`config.mk`:
```
export PLATFORM = sky130hd
export DESIGN_NAME = rou_axi_req
export DESIGN_NICKNAME = d
export VERILOG_FILES = /design/src/rtl/rou_axi_req.sv
export SDC_FILE = /design/constraint.sdc
export NUM_CORES = 1
export LEC_CHECK = 0
export ABC_AREA = 1
export BUFFER_PORTS_ARGS = -buffer_cell sky130_fd_sc_hd__buf_2
export CORE_AREA = 4 4 287 289
export DETAILED_ROUTE_END_ITERATION = 6
export DIE_AREA = 0 0 291 293
export SLEW_MARGIN = 5
export SYNTH_ARGS = -nofsm -noshare
export SYNTH_HDL_FRONTEND = slang
export SYNTH_SLANG_ARGS = --single-unit
```
`constraint.sdc`:
```
create_clock -name clk -period 1.8 [get_ports clk]
set_clock_uncertainty 0.2 [all_clocks]
set_input_delay 0.18 -clock clk [delete_from_list [all_inputs] [get_ports clk]]
set_output_delay 0.18 -clock clk [all_outputs]
set_load 0.05 [all_outputs]
```
`src/rtl/rou_axi_req.sv`:
```
// Ring-to-AXI request bridge: one outstanding single-beat AXI read or write per ring request.
// Optional macro ROU_AXI_TIMEOUT_EN adds a response timeout and drains late B/R beats while idle.
module rou_axi_req #(
   parameter int DWID = 128,
   parameter int AWID = 32,
   parameter int TWID = 5,
   parameter int BWID = $clog2(DWID/8),
   parameter int WID  = 2+DWID+AWID+BWID+TWID
) (
   input  logic              clk,
   input  logic              rst_n,
   input  logic [WID-1:0]    req_msg,
   input  logic              req_valid,
   output logic              req_ack,
   output logic [WID-1:0]    rsp_msg,
   output logic              rsp_valid,
   input  logic              rsp_ack,
   output logic [3:0]        awid,
   output logic [AWID-1:0]   awaddr,
   output logic [7:0]        awlen,
   output logic [2:0]        awsize,
   output logic [1:0]        awburst,
   output logic              awvalid,
   input  logic              awready,
   output logic [DWID-1:0]   wdata,
   output logic [DWID/8-1:0] wstrb,
   output logic              wlast,
   output logic              wvalid,
   input  logic              wready,
   input  logic [3:0]        bid,
   input  logic [1:0]        bresp,
   input  logic              bvalid,
   output logic              bready,
   output logic [3:0]        arid,
   output logic [AWID-1:0]   araddr,
   output logic [7:0]        arlen,
   output logic [2:0]        arsize,
   output logic [1:0]        arburst,
   output logic              arvalid,
   input  logic              arready,
   input  logic [3:0]        rid,
   input  logic [DWID-1:0]   rdata,
   input  logic [1:0]        rresp,
   input  logic              rlast,
   input  logic              rvalid,
   output logic              rready
);

   // state  | meaning
   // IDLE   | waiting for a ring request; illegal commands are acked and dropped
   // WADDR  | AW and W presented together, each retired by its own handshake
   // WRESP  | waiting for the B beat
   // RADDR  | AR presented until arready
   // RDATA  | waiting for the R beat
   // RSP    | response held on the ring until rsp_ack
   typedef enum logic [2:0] {
      S_IDLE, S_WADDR, S_WRESP, S_RADDR, S_RDATA, S_RSP
   } state_t;

   localparam logic [1:0] CMD_WR  = 2'b01;
   localparam logic [1:0] CMD_RD  = 2'b10;
   localparam logic [1:0] CMD_ERR = 2'b11;

   state_t            state_q, state_nxt;
   logic [1:0]        req_cmd;
   logic              acc_wr, acc_rd;
   logic [DWID-1:0]   data_q;
   logic [AWID-1:0]   addr_q;
   logic [BWID-1:0]   bf_q;
   logic [TWID-1:0]   tag_q;
   logic              aw_pend_q, w_pend_q;
   logic              aw_done, w_done;
   logic [WID-1:0]    rsp_q;
   logic              tmo;
   logic              drain_idle;
   logic              unused_ok;

   assign req_cmd   = req_msg[WID-1 -: 2];
   assign acc_wr    = (state_q == S_IDLE) && req_valid && (req_cmd == CMD_WR);
   assign acc_rd    = (state_q == S_IDLE) && req_valid && (req_cmd == CMD_RD);
   assign aw_done   = !aw_pend_q || awready;
   assign w_done    = !w_pend_q || wready;
   assign unused_ok = ^{bid, rid, rlast};

   function automatic logic [1:0] resp_cmd(input logic [1:0] resp);
      return resp[1] ? CMD_ERR : CMD_WR;
   endfunction

`ifdef ROU_AXI_TIMEOUT_EN
   logic [9:0] tmo_cnt_q;

   // cycles left before giving up on B/R; reloaded whenever not waiting
   always_ff @(posedge clk or negedge rst_n) begin
      if (!rst_n)
         tmo_cnt_q <= '0;
      else if (state_q != S_WRESP && state_q != S_RDATA)
         tmo_cnt_q <= 10'd1022;
      else if (tmo_cnt_q != 10'd0)
         tmo_cnt_q <= tmo_cnt_q - 10'd1;
   end

   assign tmo        = (state_q == S_WRESP || state_q == S_RDATA) && (tmo_cnt_q == 10'd0);
   assign drain_idle = 1'b1;
`else
   assign tmo        = 1'b0;
   assign drain_idle = 1'b0;
`endif

   always_ff @(posedge clk or negedge rst_n) begin
      if (!rst_n)
         state_q <= S_IDLE;
      else
         state_q <= state_nxt;
   end

   always_comb begin
      state_nxt = state_q;
      case (state_q)
         S_IDLE:  if (acc_wr) state_nxt = S_WADDR;
                  else if (acc_rd) state_nxt = S_RADDR;
         S_WADDR: if (aw_done && w_done) state_nxt = S_WRESP;
         S_WRESP: if (bvalid || tmo) state_nxt = S_RSP;
         S_RADDR: if (arready) state_nxt = S_RDATA;
         S_RDATA: if (rvalid || tmo) state_nxt = S_RSP;
         S_RSP:   if (rsp_ack) state_nxt = S_IDLE;
         default: state_nxt = S_IDLE;
      endcase
   end

   // rst_n gating keeps the handshake outputs low for the whole reset window
   always_comb begin
      req_ack   = rst_n && (state_q == S_IDLE) && req_valid;
      awvalid   = aw_pend_q;
      wvalid    = w_pend_q;
      arvalid   = (state_q == S_RADDR);
      bready    = (state_q == S_WRESP) || (rst_n && drain_idle && state_q == S_IDLE);
      rready    = (state_q == S_RDATA) || (rst_n && drain_idle && state_q == S_IDLE);
      rsp_valid = (state_q == S_RSP);
   end

   always_ff @(posedge clk or negedge rst_n) begin
      if (!rst_n) begin
         data_q    <= '0;
         addr_q    <= '0;
         bf_q      <= '0;
         tag_q     <= '0;
         aw_pend_q <= 1'b0;
         w_pend_q  <= 1'b0;
         rsp_q     <= '0;
      end else begin
         if (acc_wr || acc_rd) begin
            data_q <= req_msg[AWID+BWID+TWID +: DWID];
            addr_q <= req_msg[BWID+TWID +: AWID];
            bf_q   <= req_msg[TWID +: BWID];
            tag_q  <= req_msg[TWID-1:0];
         end
         if (acc_wr) begin
            aw_pend_q <= 1'b1;
            w_pend_q  <= 1'b1;
         end else begin
            if (aw_pend_q && awready) aw_pend_q <= 1'b0;
            if (w_pend_q && wready)   w_pend_q  <= 1'b0;
         end
         if (state_q == S_WRESP && (bvalid || tmo))
            rsp_q <= {bvalid ? resp_cmd(bresp) : CMD_ERR, {DWID{1'b0}}, addr_q, bf_q, tag_q};
         else if (state_q == S_RDATA && (rvalid || tmo))
            rsp_q <= {rvalid ? resp_cmd(rresp) : CMD_ERR, rvalid ? rdata : {DWID{1'b0}},
                      addr_q, bf_q, tag_q};
      end
   end

   assign rsp_msg = rsp_q;
   assign awid    = tag_q[3:0];
   assign awaddr  = addr_q;
   assign awlen   = 8'd0;
   assign awsize  = 3'(BWID);
   assign awburst = 2'b01;
   assign wdata   = data_q;
   assign wstrb   = '1;
   assign wlast   = 1'b1;
   assign arid    = tag_q[3:0];
   assign araddr  = addr_q;
   assign arlen   = 8'd0;
   assign arsize  = 3'(BWID);
   assign arburst = 2'b01;

endmodule

```
==> results of run 1 <==
==> synthesized netlist by cell type (2+ instances only) <==
cell type and instances:
a21oi_1 2, buf_1 5, buf_2 38, buf_4 93, clkbuf_1 50, conb_1 2
dfrtp_1 345, inv_1 14, inv_2 2, nand2_1 745, nand2_2 2, nand3_1 304
nor2_1 7, nor2_2 2, o21ai_0 3
==> tightest hold or removal path, cell delays in order <==
cell	delay, ns
dlygate4sd3_1	0.51
buf_2	0.10
nand3_2	0.06
nand2_1	0.05
==> layer usage <==
layer  track usage (%)  vias up  share of wire (%)
li1                  -     7097                  -
met1              16.1     7187                 40
met2              22.9      699                 49
met3              3.38      129                7.0
met4              5.98        2                4.2
met5                 0        -              0.020
==> cells by family (layout without fill, tap and decap cells) <==
group                  count (synthesis)  in the layout
other                                  2             45
and+or+nand+nor                     1063           1065
DFF                                  345            345
AOI/OAI and AO/OA                      5              5
buffers and inverters                203           1226
==> what timing repair did <==
action	4_1_cts	5_1_grt
pin swaps	9	53
setup buffers	27	17
cloned	14	20
endpoints found under the setup margin	176	295
hold buffers	313	0
endpoints found under the hold margin	648	0
gates resized for setup	79	181
==> power groups by stage <==
stage | Combinational (mW) | Sequential (mW) | Clock (mW)
floorplan | 6.94 | 24.1 | 0
global placement | 24.2 | 13.3 | 0
detailed placement | 24.3 | 13.3 | 0
CTS | 26.2 | 13.3 | 8.34
global route | 29.0 | 13.9 | 8.63
finish | 27.6 | 13.5 | 8.08
==> layout make-up <==
class,count,area (um^2)
inverters,16,68.8
well taps,1060,1330
diodes,2,5.00
repair buffers,1140,8790
clock inverters,7,90.1
fillers,8037,54600
clock buffers,63,1190
multi-input cells,1113,5240
flip-flops and latches,345,8630
==> how the worst max path moves through the flow <==
stage | endpoint | start | slack [ns]
after global placement | araddr[26]$_DFFE_PN0P_ | state_q[0]$_DFFE_PN0P_ | -0.04
after CTS | wdata[44]$_DFFE_PN0P_ | state_q[1]$_DFFE_PN0P_ | -0.22
final | wdata[22]$_DFFE_PN0P_ | state_q[0]$_DFFE_PN0P_ | -0.18
after global routing | wdata[3]$_DFFE_PN0P_ | state_q[0]$_DFFE_PN0P_ | -0.27
after detailed placement | wdata[30]$_DFFE_PN0P_ | state_q[0]$_DFFE_PN0P_ | -0.09
after floorplan | rsp_msg[126]$_DFFE_PN0P_ | state_q[2]$_DFFE_PN0P_ | -0.09
==> stage by stage <==
step / util (%) / setup WS [ns]
final: 31.7 / -0.183
after CTS: 30.4 / -0.223
after global placement: 23.6 / -0.0402
after floorplan: - / -0.0923
after global routing: 31.7 / -0.266
after detailed placement: 23.6 / -0.0920
==> state kept, by name, summed over array words and instances (netlist names) <==
name     cells
rsp_msg    171
wdata      128
araddr      32
tag_q        5
bf_q         4
state_q      3
awvalid      1
wvalid       1
==> results by stage, run 1 <==
Pwr:
- The analysis attributes to net switching a power of roughly 26 mW.
- The static leakage power is between 10 and 15 nW.
- The peak supply drop is 1.17 mV.
- The power share of the sequential group is roughly 28%.
- The internal power consumption is ~23 mW.
- The total chip power is 49.2 mW.
- Of the total power, the share spent switching nets is a little over half.
- Dividing total power by cell area gives a power density of 1940 nW/um^2.
- The part of the power in combinational logic is 56.1%.
- The fraction of power consumed by the clock network is ~16%.

Detailed routing:
- In the routed layout, each cell is associated on average with a via count of slightly above 4.
- Across all layers, the routed design uses between 15,000 and 20,000 vias.
- The post-detailed-route count of antenna-violating nets is 0.
- The violation count after the first detailed-routing iteration is approximately 750.
- Wires add up to 64,000 um.
- The remaining routing DRC violations is 0.
- The first TritonRoute pass finished after 5 iterations.
- Dividing the detail-routed wire length by the instance count gives 17.1 um.

Synthesis:
- The number of flops mapped to enable cells by yosys is 0.
- Of the total synthesized cell area, the portion taken by AND, OR, NAND and NOR gates is a little under a third.
- The most used flip-flop cell after synthesis is dfrtp_1.
- The library cell with the largest summed area after synthesis is dfrtp_1.
- Synthesis handed over a netlist of about 1,600 instances.
- By area the synthesized netlist is led by dfrtp_1 61%, nand2_1 20%, nand3_1 11%.
- The number of different library cells in the post-synthesis netlist is 19.
- The area share of xor/xnor cells in the synthesized design is 0%.
- After synthesis, the share of cell area in mux cells is 0%.
- The fraction of registers with async set or reset after synthesis is 100%.
- The area fraction in compound gates after synthesis is less than 1%.
- The combinational family with the most area after synthesis is simple AND/OR/NAND/NOR gates.
- The top-area cell type share of the netlist area is between 60% and 70%.
- The cell area that synthesis handed to floorplanning was ~14,000 um^2.
- A synthesized cell averages 8.79 um^2.
- The count of synthesis-stage warnings from yosys is 0.
- The sequential cell area fraction in the yosys report is approximately three fifths.
- Of the total synthesized cell area, the portion taken by full adders, half adders and majority gates is 0%.
- The count of state elements after synthesis is roughly 350.

Critical path:
- The reg-to-reg startpoint is state_q[0]$_DFFE_PN0P_.
- For the worst setup path, the data arrival time is ~2.3 ns.
- The depth of the worst register-to-register path is 11.
- Data on the critical path is required at its endpoint by approximately 2.1 ns.
- The worst register-to-register path has a setup slack of -0.18 ns.
- The highest-delay cell along the critical path is dfrtp_1.
- The endpoint of the lowest-slack register-to-register path is wdata[22]$_DFFE_PN0P_.
- The category of the worst setup path launch point is a register.
- Walking the worst path, the cells encountered are nor2_4 -> nand2_2 -> buf_6 -> nor2_4 -> buf_4 -> buf_12 -> buf_12 -> buf_6 -> buf_16 -> nand3_1 -> nand2_1.
- STA classifies the critical path endpoint as a register.
- The worst path buffer plus inverter count is 6.
- The startpoint-to-endpoint class of the critical path is reg2reg.
- The critical path runs through a total of 11 cells.
- The kind of cell with the highest combined delay along the critical path is buffers and inverters.
- The maximum fanout count along the critical path is 16.
- The critical path's largest stage delay is around 0.41 ns.

Run:
- The max capacitance violation total is 0.

Timing:
- Setup violations remaining at the end of the flow were counted as 173.
- Setup repair after global routing could not meet its margin everywhere.
- For the pin with the worst max-slew slack, the measured transition is between 0.6 and 0.7 ns.
- The worst-case hold slack is ~0.19 ns.
- The part of the cycle the worst path needs is 110%.
- The final-report max-slew violation count is 0.
- The fmax is approximately 0.50 GHz.
- The final number of hold-violating endpoints was 0.
- The clock period minus worst slack is just under 2 ns.
- For the final routed database, the setup TNS stands at -15.88 ns.
- The max-slew headroom at the worst pin is 54.6%.
- The least setup slack across all paths after layout is -0.183 ns.

Hold path:
- The startpoint identified for the worst hold timing path is req_msg[151].
- The path class of the lowest-slack min-delay path is in2reg.
- The count of cells along the worst hold path is 4.
- The worst hold path terminates at wdata[110]$_DFFE_PN0P_.

Floorplan:
- From left edge to right edge, the die measures slightly below 300 um.
- Measured along the y axis, the die boundary spans just under 300 um.
- The die covers between 80,000 and 90,000 um^2.
- The initialized floorplan defines between 100 and 150 standard-cell rows.
- The core region is between 70,000 and 80,000 um^2.
- The initial core utilization is 17.8%.
- The total I/O pin count is 742.

Finish:
- The final instance area is roughly 25,000 um^2.
- Leaving out fill and tap cells, the most frequent cells in the layout are 673 x buf_2, 661 x nand2_1, 344 x dfrtp_1.
- After the last flow step, the layout net total stands at around 3,000.
- The fraction of layout cells with a size suffix above 1 is between 30% and 40%.
- Excluding fillers, the count of instances in the completed layout stands at between 3,000 and 4,000.
- The library cell used most frequently in the layout, excluding fill and tap cells, is buf_2.
- The area growth from synthesis to layout is 78.2%.

Outcome:
- The flow ran to the end, but the final reports show violations.
- The final reports fail on negative setup slack.

GRT:
- Summed over all layers, the global routing overflow is 0.
- The pin count of the biggest net entering global routing is 99.
- The via count of the first global-routing pass came to about 15,000.
- For this run, the total global-route usage over all layers was measured as between 10% and 20%.
- The wire length of the first global-routing pass is approximately 90,000 um.
- The initial antenna violation count came to 5.

Clocking:
- The source-to-sink clock delay at the later pin of the worst-skew pair is approximately 0.55 ns.
- The number of clock buffers added by TritonCTS is 40.
- After clock tree synthesis, the clock-pin slew on the worst setup and hold paths is 0.06 ns.
- The clock tree from TritonCTS is done.
- Clock tree synthesis found a total of ~350 sinks.
- The worst-case clock buffer depth is 3.
- The H-tree depth reported by CTS is 2.
- CTS placed an instance of clkbuf_16 at the clock tree root.

Place:
- The post-place instance area is approximately 19,000 um^2.
- The placed wire-length estimate is about 40,000 um.
- The instance count after placement with tap cells included is ~3,300.
- Input and output buffers added on the ports amount to a little under 700.
- The routability congestion estimate is about 0.9.
No activity file was read; power rests on OpenSTA's default activity.
==> inputs of run 2 (changes only) <==
- CORE_AREA: 4 4 287 289 -> 4 4 286 288
- DIE_AREA: 0 0 291 293 -> 0 0 290 292
- clock period: 1.8 -> 2.3 ns (I/O delays scaled with it)
==> run 2 against run 1 <==
Non-clock buffer count is 57 lower; first-iteration DRC count is 7.6% lower; cell count is 1.9% lower; combinational power is 30% lower; sequential power is 24% lower; sequential share of layout area is 2.8 points higher; design area is 7.6% lower; setup slack better by 0.29 ns; the flow now finishes without violations; flip-flop and latch count stayed put; critical path depth is 6 lower; via count is 2.5% lower.
==> results by stage, run 2 (synthesis results as in run 1) <==
Timing:
- The accumulated negative setup slack is 0 ns.
- The worst path needs roughly 2.2 ns of the cycle, external delays included.
- The final number of hold-violating endpoints is 0.
- The final-report max-slew violation count came to 0.
- The least setup slack across all paths after layout is 0.107 ns.
- Dividing the final minimum period by the clock period gives a little over nine tenths.
- Setup repair after global routing left no endpoint under its margin.
- Static timing analysis puts the maximum clock frequency at around 0.46 GHz.
- In this run the tightest slew margin relative to its limit is between 40% and 50%.
- The transition time of the tightest slew-check pin is approximately 0.8 ns.
- The final setup violation count is 0.

Finish:
- The final non-filler cell total is ~3,700.
- The number of filler instances in the final layout is 8,134.
- The fraction of layout cells with a size suffix above 1 is between 30% and 40%.
- The library cells used most frequently in the layout, excluding fill and tap cells, are 744 x nand2_1, 683 x buf_2, 349 x dlygate4sd3_1.
- The final net count is 2,918.
- The finished cells cover roughly 23,000 um^2.
- Compared with the post-synthesis result, the final layout area differs by 64.7%.
- The leading cell type in the layout, fill and taps excluded is nand2_1.
- The flip-flop count of the largest register after layout is between 150 and 200.

Critical path:
- The cell family contributing the most delay on the critical path is buffers and inverters.
- The highest-delay cell along the critical path is dfrtp_2.
- The required time at the endpoint of the critical path is around 1.9 ns.
- For this run, the slowest stage of the critical path takes around 0.44 ns.
- The type of destination of the critical path is an output port.
- Walking the worst path, the cells encountered are nor2_2 -> nand2_1 -> clkinv_2 -> buf_12 -> buf_6.
- Counting both buffers and inverters, the worst setup path holds a total of 3.
- The category of the worst setup path launch point is a register.
- The signal arrival time at the worst endpoint is about 1.8 ns.
- The critical path is of the reg2out type.
- Of all nets on the critical path, the largest fanout is 27.

Clocking:
- Clock latency on the worst-skew pair, taken at its later pin, is 0.54 ns.
- The total clock sinks is between 300 and 400.
- The clock tree synthesis step divided the H-tree into 2 levels.
- The number of buffers created by CTS is 40.
- The root buffer cell chosen for the clock tree is clkbuf_16.
- TritonCTS built the clock tree.
- Clock-pin slew was measured on the worst setup and hold paths at about 0.060 ns.
- The worst-case clock buffer depth is 3.

Place:
- The number of I/O port buffers is 687.
- Timing analysis after detailed placement gives a worst setup slack of 0.268 ns.
- Summed over all nets, the half-perimeter wirelength after detailed placement is roughly 38,000 um.
- The routability congestion estimate is slightly above 0.8.
- Once placement completed, the tool counted placed cells totaling roughly 3,300.
- After detailed placement, the total cell area comes to 18,600 um^2.

GRT:
- Across every metal layer, demand over resource in global routing totals around 13%.
- Global routing finished with a remaining overflow of 0.
- The pin count of the biggest net entering global routing is approximately 120.
- The wire length of the first global-routing pass is about 90,000 um.
- The via count of the first global-routing pass is about 15,000.
- The initial antenna violation count is 4.

Detailed routing:
- The via density per instance is about 4.
- In the routed design, unresolved DRC markers number 0.
- The number of optimization iterations in the first detailed-route pass is 4.
- Across all layers, the routed design uses ~15,000 vias.
- The post-detailed-route count of antenna-violating nets is 0.
- In the final routed layout, each cell accounts on average for 15.5 um.
- The violation count after the first detailed-routing iteration is around 700.
- The detailed-route wire length is ~57,000 um.

Floorplan:
- The floorplan die area is between 80,000 and 90,000 um^2.
- The height of the chip is between 200 and 300 um.
- The core footprint is about 79,000 um^2.
- In this run the horizontal extent of the chip is 290 um.
- Row generation in the floorplan step produced between 100 and 150 rows.
- The total I/O pin count is roughly 740.
- Once the floorplan was initialized, standard cells occupied between 15 and 20% of the core.

Pwr:
- The peak supply drop is roughly 0.96 mV.
- The static leakage power is roughly 13 nW.
- The power density over the cells is between 1500 and 2000 nW/um^2.

Run:
- The max capacitance violation total is 0.

Outcome:
- The flow ran to the end, and the final reports show no timing, DRC or antenna violations.

Hold path:
- The path class of the lowest-slack min-delay path is in2reg.
[run 2: changes by cell type in the layout (fill, tap and decap cells not counted), moves of 15 or more]
cell,change
buf_8,-15
nand3_1,+50
nand2_1,+83
dlygate4sd3_1,+38
buf_16,-20
buf_4,-26
nand2_2,-70
buf_6,-18
nand3_2,-45
[run 2: per-stage QoR]
stage	total power, mW	utilization [%]	hold slack [ns]
after global routing	37.8	29.7	0.0234
after CTS	36.1	29.7	0.000270
after global placement	28.9	23.6	-0.114
final	35.9	29.7	0.0445
after floorplan	24.3	-	-0.266
after detailed placement	29.1	23.6	-0.115
[run 2: report_power, final]
| group | internal (mW) | switching (mW) | total, mW |
|---|---|---|---|
| combinational | 4.22 | 15.1 | 19.3 |
| clock | 3.64 | 2.56 | 6.20 |
| sequential | 8.67 | 1.67 | 10.3 |
| total | 16.5 | 19.3 | 35.9 |
[run 2: worst reg2reg max path, delay by kind of cell, from the launching register on]
kind	cells	cell delay (ns)
simple gates	5	0.62
buf+inv	3	0.86
flops	1	0.44
[run 2: path summary, 6_finish.rpt]
path                                                end  slack (ns)  cells past startpoint                   start
worst max-delay path                             rready        0.11                      5  state_q[1]$_DFFE_PN0P_
max in group asynchronous       rsp_msg[28]$_DFFE_PN0P_        0.61                      3                   rst_n
worst max register to register      awvalid$_DFFE_PN0P_        0.11                      8  state_q[1]$_DFFE_PN0P_
worst min-delay path                bf_q[2]$_DFFE_PN0P_        0.04                      5            req_msg[170]
min in group asynchronous        araddr[28]$_DFFE_PN0P_        0.12                      3                   rst_n
worst min register to register    wdata[99]$_DFFE_PN0P_        0.26                      2   wdata[99]$_DFFE_PN0P_
[run 2: per-layer routing]
layer	vias up	GRT usage (%)	share of wire, %
met5	-	0	0.037
li1	6946	-	-
met2	630	22.3	50
met1	7027	15.4	39
met3	125	3.22	7.2
met4	4	4.98	3.7
[run 2: what timing repair did]
action	in CTS	in global routing
setup endpoints to repair	2	4
gates resized for setup	4	3
hold buffers	349	0
gates cloned	1	0
setup buffers	0	1
pin swaps	0	1
endpoints found under the hold margin	565	0
[run 2: area by class of cell]
type	count	area, um^2	share of cell area [%]
multi-input cells	1111	4610	19.7
repair buffers	1083	7530	32.2
flip-flops and latches	345	8630	36.9
inverters	16	66.3	0.283
clock buffers	57	1170	4.98
clock inverters	13	103	0.438
diodes	1	2.50	0.0107
well taps	1050	1310	5.61
==> inputs of run 3 (changes only) <==
- ABC_AREA: 1 -> 0
- CORE_AREA: 4 4 286 288 -> 4 4 290 292
- DIE_AREA: 0 0 290 292 -> 0 0 294 296
==> run 3 against run 2 <==
Routed wire length shrank 20%; maximum frequency grew 1.6%; count of clock-buffer cells in the layout shrank 3; setup slack gained 0.034 ns; highest routed layer is now met4; register-to-register slack gained 0.07 ns; cell count shrank 20%; clock power is essentially flat; global-route usage shrank 3.3 points; first-iteration DRC count shrank 50%; via count shrank 26%; critical endpoint is now wdata[5]$_DFFE_PN0P_; power grew 1.2%.
==> results by stage, run 3 <==
Finish:
- The net count of the finished layout is 2,170.
- Measured on the finished design, the core utilization comes to around 28%.
- The total area of sequential cells is 8630 um^2.
- The flip-flop count of the largest register after layout is about 170.
- Leaving out fill and tap cells, the most frequent cells in the layout are 685 x buf_2, 345 x dfrtp_1, 313 x dlygate4sd3_1.
- The number of filler instances in the final layout is 8,243.
- In the final layout, the share of cells above drive strength 1 is 53.4%.
- The leading cell type in the layout, fill and taps excluded is buf_2.
- The final instance area is about 23,000 um^2.
- The final non-filler cell total is around 3,000.
- The area growth from synthesis to layout is 63.4%.
- The area taken by multi-input logic gates is roughly 4400 um^2.

Run:
- The max capacitance violation total is 0.

GRT:
- Global routing consumed, on the met2 layer, between 10% and 20% of the routing resources.
- For this run the aggregate overflow at the end of global routing stands at 0.
- The routing layer with the top usage in global route is met2.
- For met1 alone, demand over resource in global routing was 11.1%.
- Global routing consumed, on the met3 layer, 2.71% of the routing resources.
- The combined global-route utilization of all metal layers is 9.59%.
- The wire length of the first global-routing pass is between 60,000 and 70,000 um.
- The initial antenna violation count is 0.
- The via count of the first global-routing pass was 11,818.
- The pin count of the biggest net entering global routing is about 120.

Synthesis:
- The top-area cell type share of the netlist area is between 60% and 70%.
- The most used flip-flop cell after synthesis is dfrtp_1.
- Counting flops with a built-in enable in the synthesized netlist gives 0.
- The number of different library cells in the post-synthesis netlist is 30.
- dfrtp_1 is the most common cell in the netlist.
- Synthesis produced between 800 and 900 cells.
- After synthesis, the most frequently instantiated cells are 345 x dfrtp_1, 128 x a22o_1, 110 x mux2_4, 101 x mux2_2, 84 x buf_4.
- The sequential cell area fraction in the yosys report is a little over three fifths.
- A synthesized cell averages between 15 and 20 um^2.
- Sorting the synthesized cells by area gives the leading types as dfrtp_1 62%, mux2_4 12%, mux2_2 8.2%.
- The library cell with the largest summed area after synthesis is dfrtp_1.
- Of all flip-flops after synthesis, the portion carrying an async set or reset was 100%.
- The Yosys step of the flow raised 0 warnings.
- After synthesis the cells add up to 13,800 um^2.
- The count of state elements after synthesis is ~350.

Detailed routing:
- After detailed routing, the average wire length per cell comes to around 15 um.
- The post-detailed-route count of antenna-violating nets is 0.
- After the first detailed-routing iteration, the DRC count stood at around 350.
- The detailed-route wire length is around 45,000 um.
- The number of vias after detailed routing is ~11,000.
- The number of optimization iterations in the first detailed-route pass is 4.
- In the routed layout, each cell is associated on average with a via count of about 3.7.
- The remaining routing DRC violations is 0.

Timing:
- The fmax is between 0.4 and 0.5 GHz.
- The final-report max-slew violation count is 0.
- Headroom to the max-slew limit came out at about three fifths.
- The tightest hold path in the finished design has a slack of 0.0878 ns.
- Setup repair after global routing left no endpoint under its margin.
- The final number of hold-violating endpoints came to 0.
- The least setup slack across all paths after layout is roughly 0.14 ns.
- After layout, the minimum clock period comes to roughly 2.2 ns.
- The accumulated negative setup slack is 0 ns.
- For the pin with the worst max-slew slack, the measured transition is 0.625 ns.
- The final setup violation count is 0.
- The part of the cycle the worst path needs is a little over nine tenths.

Place:
- Routability-driven placement finished with a final weighted congestion of approximately 0.76.
- The number of I/O port buffers is 687.
- At the placement stage, the worst setup path has a slack of 0.111 ns.
- The post-place instance area is 18,200 um^2.
- The instance count after placement with tap cells included is 2,564.
- The placed wire-length estimate is about 31,000 um.

Floorplan:
- The count of standard-cell rows is between 100 and 150.
- The die is 294 um wide.
- The die is approximately 300 um tall.
- The floorplan die area is ~87,000 um^2.
- For this design the top-level I/O count stands at 742.
- The initial utilization of the core area, before any placement, comes to ~17%.
- The core footprint is roughly 82,000 um^2.

Critical path:
- Data on the critical path arrives at its endpoint at approximately 2.4 ns.
- For the worst setup path, the data required time is about 2.5 ns.
- STA classifies the critical path startpoint as a primary input.
- The type of destination of the critical path is a register.
- The startpoint-to-endpoint class of the critical path is in2reg.
- The maximum fanout count along the critical path is 23.

Clocking:
- TritonCTS built the clock tree.
- Buffers inserted during clock tree synthesis total 40.
- The source-to-sink clock delay at the later pin of the worst-skew pair is approximately 0.53 ns.
- Counting along the longest clock path gives a buffer depth of 3.
- After clock tree synthesis, the clock-pin slew on the worst setup and hold paths is roughly 0.060 ns.
- The H-tree depth reported by CTS is 2.
- The master cell of the clock root buffer is clkbuf_16.
- The total clock sinks is between 300 and 400.

Pwr:
- The peak supply drop is between 1 and 1.5 mV.
- Power spread over the standard cell area amounts to 1610 nW/um^2.
- In this run the static leakage power is 11.6 nW.
- The total chip power is between 30 and 40 mW.

Hold path:
- The tightest min-delay check is of the in2reg type.

Outcome:
- The run finished with clean final reports.
==> run 3: layer usage <==
metal	up-vias	wire [um]	part of all wire, %
li1	4954	-	-
met1	5402	17300	38
met2	527	23100	51
met3	90	3590	7.9
met4	0	1420	3.1
met5	-	0	0
==> run 3: kinds of logic (layout without fill, tap and decap cells) <==
kind of cell / after synthesis / count (layout) / synth area share, %
flops: 345 / 345 / 62.4
mux: 211 / 211 / 20.2
buf+inv: 139 / 1109 / 7.34
compound gates: 135 / 135 / 8.42
simple gates: 34 / 34 / 1.54
other cells: 2 / 45 / 0.0543
xor+xnor: 1 / 1 / 0.0633
==> run 3: final cells by class <==
| cell class | instances | share of cell area, % |
|---|---|---|
| antenna | 2 | 0.0221 |
| clock buffer | 54 | 4.98 |
| clock inverter | 17 | 0.692 |
| inverter | 2 | 0.0332 |
| multi-input combinational | 424 | 19.3 |
| sequential | 345 | 38.2 |
| tap | 1070 | 5.92 |
| timing repair buffer | 1036 | 30.9 |
==> run 3: repair_timing <==
action | in CTS | in global routing
endpoints found under the setup margin | 0 | 2
gates resized for setup | 0 | 2
hold buffers | 313 | 0
endpoints found under the hold margin | 587 | 0
setup buffers | 0 | 0
==> run 3: worst paths after layout <==
check                      depth (start not counted)                     start  slack (ns)                        to
max                                                6              req_msg[170]        0.14      wdata[5]$_DFFE_PN0P_
min                                                4                 req_valid        0.09    state_q[1]$_DFFE_PN0P_
max reg2reg                                        4    state_q[0]$_DFFE_PN0P_        0.18     wdata[39]$_DFFE_PN0P_
min reg2reg                                        1  rsp_msg[169]$_DFFE_PN0P_        0.26  rsp_msg[169]$_DFFE_PN0P_
max in group asynchronous                          3                     rst_n        0.82     wdata[62]$_DFFE_PN0P_
min in group asynchronous                          3                     rst_n        0.13  rsp_msg[123]$_DFFE_PN0P_
==> run 3: critical path, cell delays in order <==
cell	delay, ns
dlygate4sd3_1	0.54
buf_2	0.14
xnor2_1	0.22
nand2b_4	0.55
buf_12	0.29
mux2_2	0.37
==> run 3: power breakdown <==
part	total, mW	switching, mW	internal [mW]
Combinational	19.7	13.9	5.73
Sequential	10.4	1.73	8.69
Clock	6.20	2.54	3.66
Total	36.3	18.2	18.1
